--- src/rtl/pcm_i2s_tx.sv ---
// Mono PCM to I2S transmitter: sample FIFO, BCLK/LRCLK generation and a
// 32-bit frame serializer that sends each sample on both channels.
module pcm_i2s_tx #(
    parameter int CLK_DIV    = 32,
    parameter int FIFO_DEPTH = 16,
    parameter int ADDR_W     = $clog2(FIFO_DEPTH)
) (
    input  logic              clk,
    input  logic              rst_n,
    input  logic [15:0]       pcm_in,
    input  logic              pcm_valid_in,
    input  logic              mute,
    output logic              i2s_bclk,
    output logic              i2s_lrclk,
    output logic              i2s_sdata,
    output logic [ADDR_W:0]   fifo_level,
    output logic              frame_start,
    output logic              overflow,
    output logic              underflow
);

    localparam int               DIV_W      = (CLK_DIV > 1) ? $clog2(CLK_DIV) : 1;
    localparam logic [DIV_W-1:0] DIV_LAST   = DIV_W'(CLK_DIV - 1);
    localparam logic [ADDR_W:0]  LEVEL_FULL = (ADDR_W + 1)'(FIFO_DEPTH);

    logic [DIV_W-1:0]  div_cnt;
    logic [4:0]        slot_cnt;
    logic [4:0]        slot_next;
    logic [31:0]       shift_reg;
    logic [31:0]       frame_word;
    logic [15:0]       fifo_mem [FIFO_DEPTH];
    logic [ADDR_W-1:0] wr_ptr;
    logic [ADDR_W-1:0] rd_ptr;
    logic              div_tc;
    logic              fall_evt;
    logic              fetch;
    logic              fifo_empty;
    logic              fifo_full;
    logic              do_pop;
    logic              do_push;
    logic              drop;

    always_comb begin
        div_tc     = (div_cnt == DIV_LAST);
        fall_evt   = div_tc && i2s_bclk;
        slot_next  = slot_cnt + 5'd1;
        fetch      = fall_evt && (slot_cnt == 5'd31);
        fifo_empty = (fifo_level == '0);
        fifo_full  = (fifo_level == LEVEL_FULL);
        do_pop     = fetch && !fifo_empty;
        // A pop in the same cycle frees a slot, so a full FIFO still accepts the push.
        do_push    = pcm_valid_in && (!fifo_full || do_pop);
        drop       = pcm_valid_in && fifo_full && !do_pop;
        frame_word = 32'h0;
        if (do_pop && !mute) begin
            frame_word = {fifo_mem[rd_ptr], fifo_mem[rd_ptr]};
        end
    end

    always_ff @(posedge clk or negedge rst_n) begin
        if (!rst_n) begin
            div_cnt  <= '0;
            i2s_bclk <= 1'b0;
        end else if (div_tc) begin
            div_cnt  <= '0;
            i2s_bclk <= ~i2s_bclk;
        end else begin
            div_cnt  <= div_cnt + DIV_W'(1);
        end
    end

    // The fetch event emits the previous frame's last bit before reloading, giving the one-BCLK MSB delay.
    always_ff @(posedge clk or negedge rst_n) begin
        if (!rst_n) begin
            slot_cnt  <= 5'd31;
            i2s_lrclk <= 1'b0;
            i2s_sdata <= 1'b0;
            shift_reg <= 32'h0;
        end else if (fall_evt) begin
            slot_cnt  <= slot_next;
            i2s_lrclk <= slot_next[4];
            i2s_sdata <= shift_reg[31];
            if (fetch) begin
                shift_reg <= frame_word;
            end else begin
                shift_reg <= {shift_reg[30:0], 1'b0};
            end
        end
    end

    // Storage needs no reset: an empty FIFO never exposes stale entries.
    always_ff @(posedge clk) begin
        if (do_push) begin
            fifo_mem[wr_ptr] <= pcm_in;
        end
    end

    always_ff @(posedge clk or negedge rst_n) begin
        if (!rst_n) begin
            wr_ptr     <= '0;
            rd_ptr     <= '0;
            fifo_level <= '0;
        end else begin
            if (do_push) begin
                wr_ptr <= wr_ptr + ADDR_W'(1);
            end
            if (do_pop) begin
                rd_ptr <= rd_ptr + ADDR_W'(1);
            end
            case ({do_push, do_pop})
                2'b10:   fifo_level <= fifo_level + (ADDR_W + 1)'(1);
                2'b01:   fifo_level <= fifo_level - (ADDR_W + 1)'(1);
                default: fifo_level <= fifo_level;
            endcase
        end
    end

    always_ff @(posedge clk or negedge rst_n) begin
        if (!rst_n) begin
            frame_start <= 1'b0;
            underflow   <= 1'b0;
            overflow    <= 1'b0;
        end else begin
            frame_start <= fetch;
            underflow   <= fetch && fifo_empty;
            overflow    <= drop;
        end
    end

endmodule

--- config.mk ---
export PLATFORM = sky130hd
export DESIGN_NAME = pcm_i2s_tx
export DESIGN_NICKNAME = d
export VERILOG_FILES = /design/src/rtl/pcm_i2s_tx.sv
export SDC_FILE = /design/constraint.sdc
export NUM_CORES = 1
export LEC_CHECK = 0
export CAP_MARGIN = 15
export CORE_MARGIN = 1.5
export CORE_UTILIZATION = 55
export DETAILED_ROUTE_END_ITERATION = 12
export PLACE_DENSITY = 0.83
export REMOVE_ABC_BUFFERS = 1
export SKIP_CTS_REPAIR_TIMING = 1
export SLEW_MARGIN = 5
export SYNTH_ARGS = -nofsm -noshare
export SYNTH_HDL_FRONTEND = slang
export SYNTH_SLANG_ARGS = --single-unit
--- constraint.sdc ---
create_clock -name clk -period 4 [get_ports clk]
set_input_delay 0.4 -clock clk [delete_from_list [all_inputs] [get_ports clk]]
set_output_delay 0.4 -clock clk [all_outputs]
set_load 0.005 [all_outputs]
==> metrics.log <==
INFO  metric firstDrtPassIters = 7
INFO  metric postSynth.asyncResetShare = about a fifth
INFO  metric pwr_density_cell = 532.6 nW/um^2
INFO  metric syn_inst = 704
INFO  metric area_delta_synth_final = 12.72%
INFO  metric p_leak = 4.591 nW
INFO  metric clock_transition_time_at_the_flip_flop_clock_pins_of_the_worst_setup_and_hold_paths = ~0.06 ns
INFO  metric tritoncts_clock_tree = yes
INFO  metric muxShareOfSynthArea = 14.14%
INFO  metric violations = negative hold slack
INFO  metric clock_insertion_delay_worst_skew = around 0.54 ns
INFO  metric dr.first_iter.drc_count = 676
INFO  metric post_synth.cell_area_avg = roughly 18 sq um
INFO  metric clock_tree.htree_level_count = 1
INFO  metric floorplan.die_area = roughly 24000 sq um
INFO  metric area_share_of_xor_xnor_cells_in_the_synthesized_design = ~1.1%
INFO  metric setup_viol = 0
INFO  metric detail_route.wirelength = 25310 um
INFO  metric worstSetupEndpointType = register
INFO  metric largest_register_ff_count = about 260
INFO  metric basic_gate_share_of_the_synthesized_area_counting_and_or_nand_and_nor_cells = under 10%
INFO  metric status = complete, but fails checks
INFO  metric clock_skew = 0.01060 ns
INFO  metric post-place-cells = about 1000
INFO  metric fin_worst_hold_slack = -0.0004038 ns
INFO  metric floorplan.io_pins = 31
INFO  metric place_area = about 13000 sq um
INFO  metric pwr-share-comb = roughly 8.6%
INFO  metric criticalPathCategory = register to register
INFO  metric synth_warnings = 0
INFO  metric tns = 0 ns
INFO  metric stdcell_area = around 14000 sq um
INFO  metric post_dp_hpwl = approximately 16000 um
INFO  metric detail_route.vias_per_cell = 6.145
INFO  metric grt_util_all_layers = 21.91%
INFO  metric cap_viol_max_count = 0
INFO  metric net-switching-power = 1.701 mW
INFO  metric io_buffers = 30
INFO  metric antenna_violations_before_repair = 1
INFO  metric drt-wirelength-per-cell = around 24 um
INFO  metric first_global_vias = ~6700
INFO  metric dieWidth = 154.9 um
INFO  metric total_count_of_hold_check_failures_in_the_final_report = 1
INFO  metric cts-root-to-sink-buffers = 3
INFO  metric final_cell_mix = edfxtp_1 (256), nand2_1 (67), mux4_2 (60)
INFO  metric final-instance-count-excl-fill = ~1100
INFO  metric swShare = 22.31%
INFO  metric final.fill_count = between 1000 and 1500
INFO  metric design.final.nets = between 700 and 800
INFO  metric drcViolationCount = 0
INFO  metric numCtsBuffers = 29
INFO  metric maxSlewViolCount = 0
INFO  metric synth_ff_type = edfxtp_1
INFO  metric crit_path_max_fo = 16
INFO  metric yosys_register_bits = around 320
INFO  metric setup.worst_path.start_class = register
INFO  metric ctsRootBufferMaster = clkbuf_16
INFO  metric synthAdderAreaFrac = 1.084%
INFO  metric fp.dieH = 154.9 um
INFO  metric clockPowerShare = between 30% and 40%
INFO  metric clock.fmax = 289.8 MHz
INFO  metric core.rowCount = 55
INFO  metric synthDistinctLibCells = 45
INFO  metric antenna_violating_nets_post_route = 0
INFO  metric grt_first_pass_wirelength = 39170 um
INFO  metric worstMarginPinSlew = approximately 1.1 ns
INFO  metric netlist_area_before_placement = between 10000 and 15000 sq um
INFO  metric seq_power_share = 52.9%
INFO  metric layout_commonest_cell = edfxtp_1
INFO  metric antenna-diode-count = 0
INFO  metric grt_max_degree = 63
INFO  metric clock_tree_sinks = 317
INFO  metric post-route-period-util = between 80 and 90%
INFO  metric dr_total_vias = roughly 6500
INFO  metric floorplan.initialDensity = a little under three fifths
INFO  metric synth-compound-area-share = 2.996%
INFO  metric max_transition_margin = about 30%
INFO  metric rsz0062_at_grt = false
INFO  metric synth-edff-count = 256
INFO  metric vdd_drop_max = about 330 uV
INFO  metric grt.overflow.total = 0
INFO  metric worst_hold_path_type = input pin to async pin
INFO  metric dominant_combinational_cell_family_by_area_after_synthesis = multiplexers
INFO  metric layout-drive-gt1-share = just over 20%
INFO  metric gp_congestion = about 0.8
INFO  metric rrSetupSlack = approximately 0.55 ns
INFO  metric period_needed = 3.451 ns
INFO  metric core = about 23000 sq um
INFO  metric timing.critical_path.required = between 4 and 5 ns
INFO  metric worst_ep_arrival_time = 3.60 ns
INFO  metric cellInternalPower = about 6 mW
INFO  metric sequential_to_total_area_share_from_yosys_stat = between 70 and 80%
-- cells in the mapped netlist (all sizes together) (11+ instances only) --
master	n	area, sq um
edfxtp	256	7687
nand2	68	255.2
mux4	60	1351
dfrtp	56	1401
nor3b	29	217.7
a21oi	28	140.1
mux2	21	244.0
mux2i	20	200.2
buf	18	135.1
clkbuf	18	67.56
nor2	18	67.56
o211ai	15	117.6
and2	14	90.09
xnor2	12	105.1
ha	11	137.6
-- final cells by class --
cell class	instances	area, sq um	area share [%]
clock buffers	29	725.7	5.070
clock inverters	23	300.3	2.098
inverters	9	33.78	0.2360
multi-input cells	342	3243	22.66
flip-flops and latches	317	9225	64.45
well taps	285	356.6	2.491
repair buffers	46	427.9	2.990
-- power by group through the flow --
| stage | Sequential [mW] | Combinational (mW) | Clock (mW) |
|---|---|---|---|
| after floorplan | 4.04 | 0.368 | 0 |
| after global placement | 4.07 | 0.613 | 0 |
| after detailed placement | 4.09 | 0.643 | 0 |
| after CTS | 4.03 | 0.663 | 2.97 |
| after global routing | 4.05 | 0.712 | 3.10 |
| final | 4.03 | 0.659 | 2.93 |
-- metrics by stage --
stage	setup slack, ns	power, mW	utilization [%]
after floorplan	0.1489	4.404	-
after global placement	0.8360	4.679	58.68
after detailed placement	0.6145	4.730	58.68
after CTS	0.5501	7.662	63.22
after global routing	0.3636	7.860	63.22
final	0.5493	7.623	63.22
-- worst max-delay path: stages (launching register included) --
cell	delay, ns
dfrtp_1	0.37
ha_1	0.20
and3_1	0.18
ha_1	0.30
nand3_2	0.23
a31oi_2	0.59
and3_1	0.33
and2_1	0.86
-- kinds of logic (layout without fill, tap and decap cells) --
| group | count (synthesis) | after routing |
|---|---|---|
| flops | 317 | 317 |
| simple gates | 153 | 153 |
| buf+inv | 45 | 107 |
| compound gates | 61 | 61 |
| fa+ha+maj | 11 | 11 |
| xor+xnor | 16 | 16 |
| mux | 101 | 101 |
-- final timing paths --
kind | start | to | cells after the start
max in group asynchronous | rst_n | rd_ptr[0] | 2
setup reg to reg | div_cnt[0] | fifo_mem[12][0] | 7
min in group clk | div_cnt[0] | div_cnt[0] | 1
hold reg to reg | div_cnt[0] | div_cnt[0] | 1
hold / removal | rst_n | fifo_level[2] | 2
setup / recovery | div_cnt[0] | fifo_mem[12][0] | 7
-- per-layer routing --
layer	routed length, um	part of all wire, %	up-vias	global-route usage (%)
met5	13	0.051	-	0
met3	1801	7.1	51	3.148
met4	582	2.3	2	6.136
met1	10150	40	3286	29.96
li1	-	-	2818	-
met2	12750	50	301	37.28
(Power assumes the default switching activity.)
